[src/rtl/adc_pkg.sv]
// Shared constants and FSM state type for the ADC RAM readout path.
// Pure declarations; no timing or flow control of its own.
package adc_pkg;

    localparam int ADDR_W = 13;
    localparam int DATA_W = 32;
    localparam int NBANKS = 3;

    typedef enum logic [1:0] {
        IDLE  = 2'd0,
        READ  = 2'd1,
        DRAIN = 2'd2,
        DONE  = 2'd3
    } readout_state_t;

endpackage

[src/rtl/readout_fifo.sv]
// Synchronous FIFO with flush; head entry visible combinationally, 1-cycle push-to-empty-clear latency.
// Push when full is ignored unless a pop happens in the same cycle; flush beats push and pop.
module readout_fifo #(
    parameter  int WIDTH = 96,
    parameter  int DEPTH = 2,
    localparam int PTR_W = $clog2(DEPTH),
    localparam int CNT_W = $clog2(DEPTH + 1)
) (
    input  logic             clk_i,
    input  logic             rst_ni,
    input  logic             flush_i,
    input  logic             push_i,
    input  logic [WIDTH-1:0] push_dat_i,
    input  logic             pop_i,
    output logic [WIDTH-1:0] head_dat_o,
    output logic [CNT_W-1:0] count_o,
    output logic             empty_o,
    output logic             full_o
);

    logic [WIDTH-1:0] mem_q [DEPTH];
    logic [PTR_W-1:0] wr_ptr_q, rd_ptr_q;
    logic [CNT_W-1:0] count_q;
    logic             wr_en, rd_en;

    assign empty_o    = (count_q == '0);
    assign full_o     = (count_q == CNT_W'(DEPTH));
    assign count_o    = count_q;
    assign head_dat_o = mem_q[rd_ptr_q];
    assign rd_en      = pop_i && !empty_o;
    assign wr_en      = push_i && (!full_o || rd_en);

    always_ff @(posedge clk_i or negedge rst_ni) begin
        if (!rst_ni) begin
            wr_ptr_q <= '0;
            rd_ptr_q <= '0;
            count_q  <= '0;
        end else if (flush_i) begin
            wr_ptr_q <= '0;
            rd_ptr_q <= '0;
            count_q  <= '0;
        end else begin
            if (wr_en) wr_ptr_q <= wr_ptr_q + 1'b1;
            if (rd_en) rd_ptr_q <= rd_ptr_q + 1'b1;
            case ({wr_en, rd_en})
                2'b10:   count_q <= count_q + 1'b1;
                2'b01:   count_q <= count_q - 1'b1;
                default: count_q <= count_q;
            endcase
        end
    end

    // Storage needs no reset: entries are only observed once counted.
    always_ff @(posedge clk_i) begin
        if (wr_en && !flush_i) mem_q[wr_ptr_q] <= push_dat_i;
    end

endmodule

[src/rtl/adc_ram_readout.sv]
// Streams RAM addresses 0..recLen of all banks as DATA_W words; first word 2 cycles after trigger edge.
// Reads are issued only when FIFO space covers in-flight data, so iTxReady stalls just pause the RAM reads.
module adc_ram_readout #(
    parameter int ADDR_W     = adc_pkg::ADDR_W,
    parameter int DATA_W     = adc_pkg::DATA_W,
    parameter int NBANKS     = adc_pkg::NBANKS,
    parameter int FIFO_DEPTH = 2
) (
    input  logic                     ocramCLK,
    input  logic                     iResetN,
    input  logic                     iTransmitReady,
    input  logic [ADDR_W-1:0]        iRecLength,
    input  logic                     iAbort,
    output logic [ADDR_W-1:0]        oRAddr,
    output logic                     oRDEN,
    input  logic [NBANKS*DATA_W-1:0] iRData,
    output logic [DATA_W-1:0]        oTxData,
    output logic                     oTxValid,
    input  logic                     iTxReady,
    output logic                     oTxLast,
    output logic                     oBusy,
    output logic                     oReadoutDone
);
    import adc_pkg::*;

    localparam int SEL_W = 2;
    localparam int CNT_W = $clog2(FIFO_DEPTH + 1);
    localparam int ROW_W = NBANKS * DATA_W;

    readout_state_t    state_q, state_d;
    logic              trig_prev_q;
    logic [ADDR_W-1:0] rec_len_q, rec_len_d;
    logic [ADDR_W-1:0] raddr_q, raddr_d;
    logic [ADDR_W-1:0] out_addr_q, out_addr_d;
    logic [SEL_W-1:0]  sel_q, sel_d;
    logic              rd_pend_q;

    logic              start, issue, flush, pop, tx_fire, last_sel, last_row;
    logic              fifo_empty, fifo_full;
    logic [CNT_W-1:0]  fifo_count;
    logic [CNT_W:0]    occupancy;
    logic [ROW_W-1:0]  head_dat;
    logic [DATA_W-1:0] tx_dat;

    readout_fifo #(
        .WIDTH (ROW_W),
        .DEPTH (FIFO_DEPTH)
    ) u_fifo (
        .clk_i      (ocramCLK),
        .rst_ni     (iResetN),
        .flush_i    (flush),
        .push_i     (rd_pend_q),
        .push_dat_i (iRData),
        .pop_i      (pop),
        .head_dat_o (head_dat),
        .count_o    (fifo_count),
        .empty_o    (fifo_empty),
        .full_o     (fifo_full)
    );

    assign start     = iTransmitReady && !trig_prev_q;
    assign occupancy = {1'b0, fifo_count} + {{CNT_W{1'b0}}, rd_pend_q};
    assign last_sel  = (sel_q == SEL_W'(NBANKS - 1));
    assign last_row  = (out_addr_q == rec_len_q);
    assign tx_fire   = !fifo_empty && iTxReady;
    assign pop       = tx_fire && last_sel;

    always_comb begin
        tx_dat = head_dat[DATA_W-1:0];
        for (int k = 1; k < NBANKS; k++) begin
            if (sel_q == SEL_W'(k)) tx_dat = head_dat[k*DATA_W +: DATA_W];
        end
    end

    always_comb begin
        state_d    = state_q;
        rec_len_d  = rec_len_q;
        raddr_d    = raddr_q;
        out_addr_d = out_addr_q;
        sel_d      = sel_q;
        issue      = 1'b0;
        flush      = 1'b0;

        if (tx_fire) begin
            if (last_sel) begin
                sel_d      = '0;
                out_addr_d = out_addr_q + 1'b1;
            end else begin
                sel_d = sel_q + 1'b1;
            end
        end

        case (state_q)
            IDLE: begin
                if (start) begin
                    state_d    = READ;
                    rec_len_d  = iRecLength;
                    raddr_d    = '0;
                    out_addr_d = '0;
                    sel_d      = '0;
                    flush      = 1'b1;
                end
            end
            READ: begin
                issue = !fifo_full && (occupancy < (CNT_W + 1)'(FIFO_DEPTH));
                // Hold raddr at recLen after the final issue so the top address never wraps.
                if (issue) begin
                    if (raddr_q == rec_len_q) state_d = DRAIN;
                    else                      raddr_d = raddr_q + 1'b1;
                end
            end
            DRAIN: begin
                if (!rd_pend_q && (fifo_empty || (pop && fifo_count == CNT_W'(1))))
                    state_d = DONE;
            end
            DONE:    state_d = IDLE;
            default: state_d = IDLE;
        endcase

        if (iAbort) begin
            state_d = IDLE;
            sel_d   = '0;
            issue   = 1'b0;
            flush   = 1'b1;
        end
    end

    always_ff @(posedge ocramCLK or negedge iResetN) begin
        if (!iResetN) begin
            state_q     <= IDLE;
            // Treat the trigger as already high so a level present at reset release is not an edge.
            trig_prev_q <= 1'b1;
            rec_len_q   <= '0;
            raddr_q     <= '0;
            out_addr_q  <= '0;
            sel_q       <= '0;
            rd_pend_q   <= 1'b0;
        end else begin
            state_q     <= state_d;
            trig_prev_q <= iTransmitReady;
            rec_len_q   <= rec_len_d;
            raddr_q     <= raddr_d;
            out_addr_q  <= out_addr_d;
            sel_q       <= sel_d;
            rd_pend_q   <= issue;
        end
    end

    assign oRAddr       = raddr_q;
    assign oRDEN        = issue;
    assign oTxValid     = !fifo_empty;
    assign oTxData      = fifo_empty ? '0 : tx_dat;
    assign oTxLast      = !fifo_empty && last_sel && last_row;
    assign oBusy        = (state_q != IDLE);
    assign oReadoutDone = (state_q == DONE);

endmodule

[config.mk]
export PLATFORM = sky130hd
export DESIGN_NAME = adc_ram_readout
export DESIGN_NICKNAME = d
export VERILOG_FILES = /design/src/rtl/adc_pkg.sv /design/src/rtl/readout_fifo.sv /design/src/rtl/adc_ram_readout.sv
export SDC_FILE = /design/constraint.sdc
export NUM_CORES = 1
export LEC_CHECK = 0
export ABC_CLOCK_PERIOD_IN_PS = 26600
export CORE_ASPECT_RATIO = 2
export CORE_MARGIN = 5
export CORE_UTILIZATION = 58
export CTS_CLUSTER_DIAMETER = 120
export DETAILED_ROUTE_END_ITERATION = 8
export PLACE_DENSITY = 0.85
export SYNTH_ARGS = -nofsm -noshare
export SYNTH_HDL_FRONTEND = slang
export SYNTH_SLANG_ARGS = --single-unit
[constraint.sdc]
create_clock -name ocramCLK -period 26.6 [get_ports ocramCLK]
set_input_delay 3.99 -clock ocramCLK [delete_from_list [all_inputs] [get_ports ocramCLK]]
set_output_delay 3.99 -clock ocramCLK [all_outputs]
set_load 0.1 [all_outputs]
==> flow_metrics.env <==
export IMPL_drv_cap=0
export IMPL_n_fill_cell=1144
export IMPL_core_area_um2=18100
export IMPL_critPathMaxFanout=10
export IMPL_rows=70
export IMPL_rsz0062_at_grt="no"
export IMPL_grt_remaining_overflow=0
export IMPL_synthDistinctLibCells=48
export IMPL_crit_path_start="iAbort"
export IMPL_totalWireLength_mm=23.5
export IMPL_postLayoutCoreUtil_pct=72.2
export IMPL_postSynthAreaPerCell_um2=16.1
export IMPL_holdBufCountCts=0
export IMPL_h_tree_depth=1
export IMPL_yosysMostFrequentCell="edfxtp_1"
export IMPL_areaGrowthSynthToFinish_pct=23.2
export IMPL_grt_total_usage_pct=22.1
export IMPL_drt_pass1_iterations=5
export IMPL_cts_inserted_buffers=21
export IMPL_r2r_slack_ns=23.01
export IMPL_ys_ff_latch=241
export IMPL_cts_setup_buffers=0
export IMPL_reg2reg_depth=7
export IMPL_ir_worst_vdd_uv=66.9
export IMPL_wl_per_cell_um=22.4
export IMPL_setup_viol=0
export IMPL_drtIter0Drc=423
export IMPL_grt_start_max_net_pins=67
export IMPL_synth_edf_count=192
export IMPL_root_buffer="clkbuf_16"
export IMPL_outcome="complete, no violations"
export IMPL_hp_class="reg -> reg"
export IMPL_hold_viol=0
export IMPL_finalClockSkew_ns=0.0142
export IMPL_die_area_um2=21300
export IMPL_antenna_found_initial=3
export IMPL_synth_common_cells="edfxtp_1, mux4_2, nor2_1, nand2_1, dfrtp_1"
export IMPL_max_slew_margin_pct=17.0
export IMPL_arrival_ns=6.15
export IMPL_hp_start="rec_len_q[4]"
export IMPL_crit_path_start_kind="primary input"
export IMPL_crit_type="in -> out"
export IMPL_synth_warnings=0
export IMPL_clkSinkCount=241
export IMPL_grt_pass1_wl_mm=36.7
export IMPL_r2r_end="u_fifo.mem_q[1][62]"
export IMPL_syn_inst=658
export IMPL_fin_setup_tns_ns=0
export IMPL_maxSlewViolCount=0
export IMPL_grt_pass1_vias=6902
export IMPL_worst_pin_slew_ns=1.24
export IMPL_via_count=6313
export IMPL_avgViaCountPerCell=6.02
export IMPL_nNetsFinal=940
export IMPL_clk_pin_slew_ns=0.06
export IMPL_finalCritPeriodShare_pct=38.1
export IMPL_yosysTopAreaCellShare_pct=54.3
export IMPL_power_density_nw_per_um2=72.7
export IMPL_die_w_um=106
export IMPL_required_ns=22.61
export IMPL_worstSetupEndpointType="output port"
export IMPL_ys_seq_area_share_pct=65.8
export IMPL_synthTopCellsByArea="edfxtp_1, mux4_2, dfrtp_1"
export IMPL_period_needed_ns=10.14
export IMPL_io_buffers=163
export IMPL_cts_tree="built"
export IMPL_ant_nets=0
export IMPL_dpl_cell_area_um2=12400
export IMPL_die_h_um=201
export IMPL_synth_async_reset_ratio_pct=20.3
export IMPL_holdPathEnd="rec_len_q[4]"
export IMPL_synth_main_ff_cell="edfxtp_1"
export IMPL_synth_nets=781
export IMPL_leakage_nw=4.29
export IMPL_place_gp_congestion=0.883
export IMPL_min_path_cells=2
export IMPL_drc=0
export IMPL_finalPower_uw=951
export IMPL_fmax_mhz=98.6
export IMPL_syn_area_um2=10600
export IMPL_clockBufferDepth=3
export IMPL_hpwl_mm=16.1
export IMPL_fin_area_um2=13100
export IMPL_timing_rr_start="u_fifo.count_o[0]"
export IMPL_io_pins=164
export IMPL_drive_gt1_share_pct=14.1
export IMPL_clock_latency_ns=0.49
export IMPL_cts_resized_gates=0
export IMPL_initial_utilization_pct=58.6
export IMPL_post_synth_top_area_cell="edfxtp_1"
## registers in the layout, summed over array words and instances (netlist names)
signal and flops:
oRAddr 13, state_q 2, u_fifo.mem_q 192, sel_q 2, u_fifo.rd_ptr_q 1, rec_len_q 13, out_addr_q 13, trig_prev_q 1
u_fifo.wr_ptr_q 1, rd_pend_q 1, u_fifo.count_o 2
## cells in the final DEF, fill, tap and decap left out, drive strengths merged, types with 11 or more instances in the layout
cell / instances
edfxtp: 192
clkdlybuf4s50: 162
mux4: 64
nor2: 58
nand2: 57
dfrtp: 48
mux2i: 41
xnor2: 36
clkbuf: 25
inv: 13
nand4: 13
nand3: 11
## power breakdown
part	internal [mW]	switching, mW
registers	0.434	0.0242
logic	0.0700	0.130
clock network	0.164	0.129
total	0.668	0.283
## cell type report
type	count	area, um2	share of cell area (%)
inverters	13	48.8	0.373
clock inverters	10	103	0.784
clock buffers	25	541	4.13
well taps	216	270	2.06
multi-input cells	370	3440	26.3
repair buffers	170	1680	12.8
flip-flops and latches	241	7000	53.5
diodes	3	7.51	0.0573
## worst max-delay path, stage by stage
cell and delay, ns:
clkdlybuf4s50_1 0.57, nor3b_1 0.38, clkdlybuf4s50_1 1.21
## metrics by stage
stage	setup WS (ns)	hold WS [ns]	std cells
global placement	16.49	0.536	1010
detailed placement	16.47	0.537	1010
CTS	16.46	0.553	1045
finish	16.46	0.549	1048
global route	16.40	0.596	1048
floorplan	14.59	0.506	658
## routing by layer
| layer | vias up | track usage (%) | wire length (um) |
|---|---|---|---|
| met5 | - | 0 | 0 |
| met2 | 213 | 42.2 | 13500 |
| li1 | 2846 | - | - |
| met4 | 0 | 8.34 | 808 |
| met3 | 52 | 3.85 | 1270 |
| met1 | 3202 | 24.0 | 7860 |
## cells by family after synthesis
| family | after synthesis | share of synthesized area [%] |
|---|---|---|
| compound gates | 34 | 2.18 |
| xor+xnor | 38 | 3.13 |
| fa+ha+maj | 9 | 1.06 |
| buf+inv | 47 | 1.87 |
| flops | 241 | 65.8 |
| mux | 105 | 17.4 |
| simple gates | 184 | 8.49 |
## worst max path at each step
stage,end,slack [ns],depth (start not counted)
after global routing,oRDEN,16.40,3
after floorplan,u_fifo.mem_q[0][0],14.59,5
after global placement,oRDEN,16.49,3
after detailed placement,oRDEN,16.47,3
final,oRDEN,16.46,3
after CTS,oRDEN,16.46,3
Power figures use the tool's default switching activity.
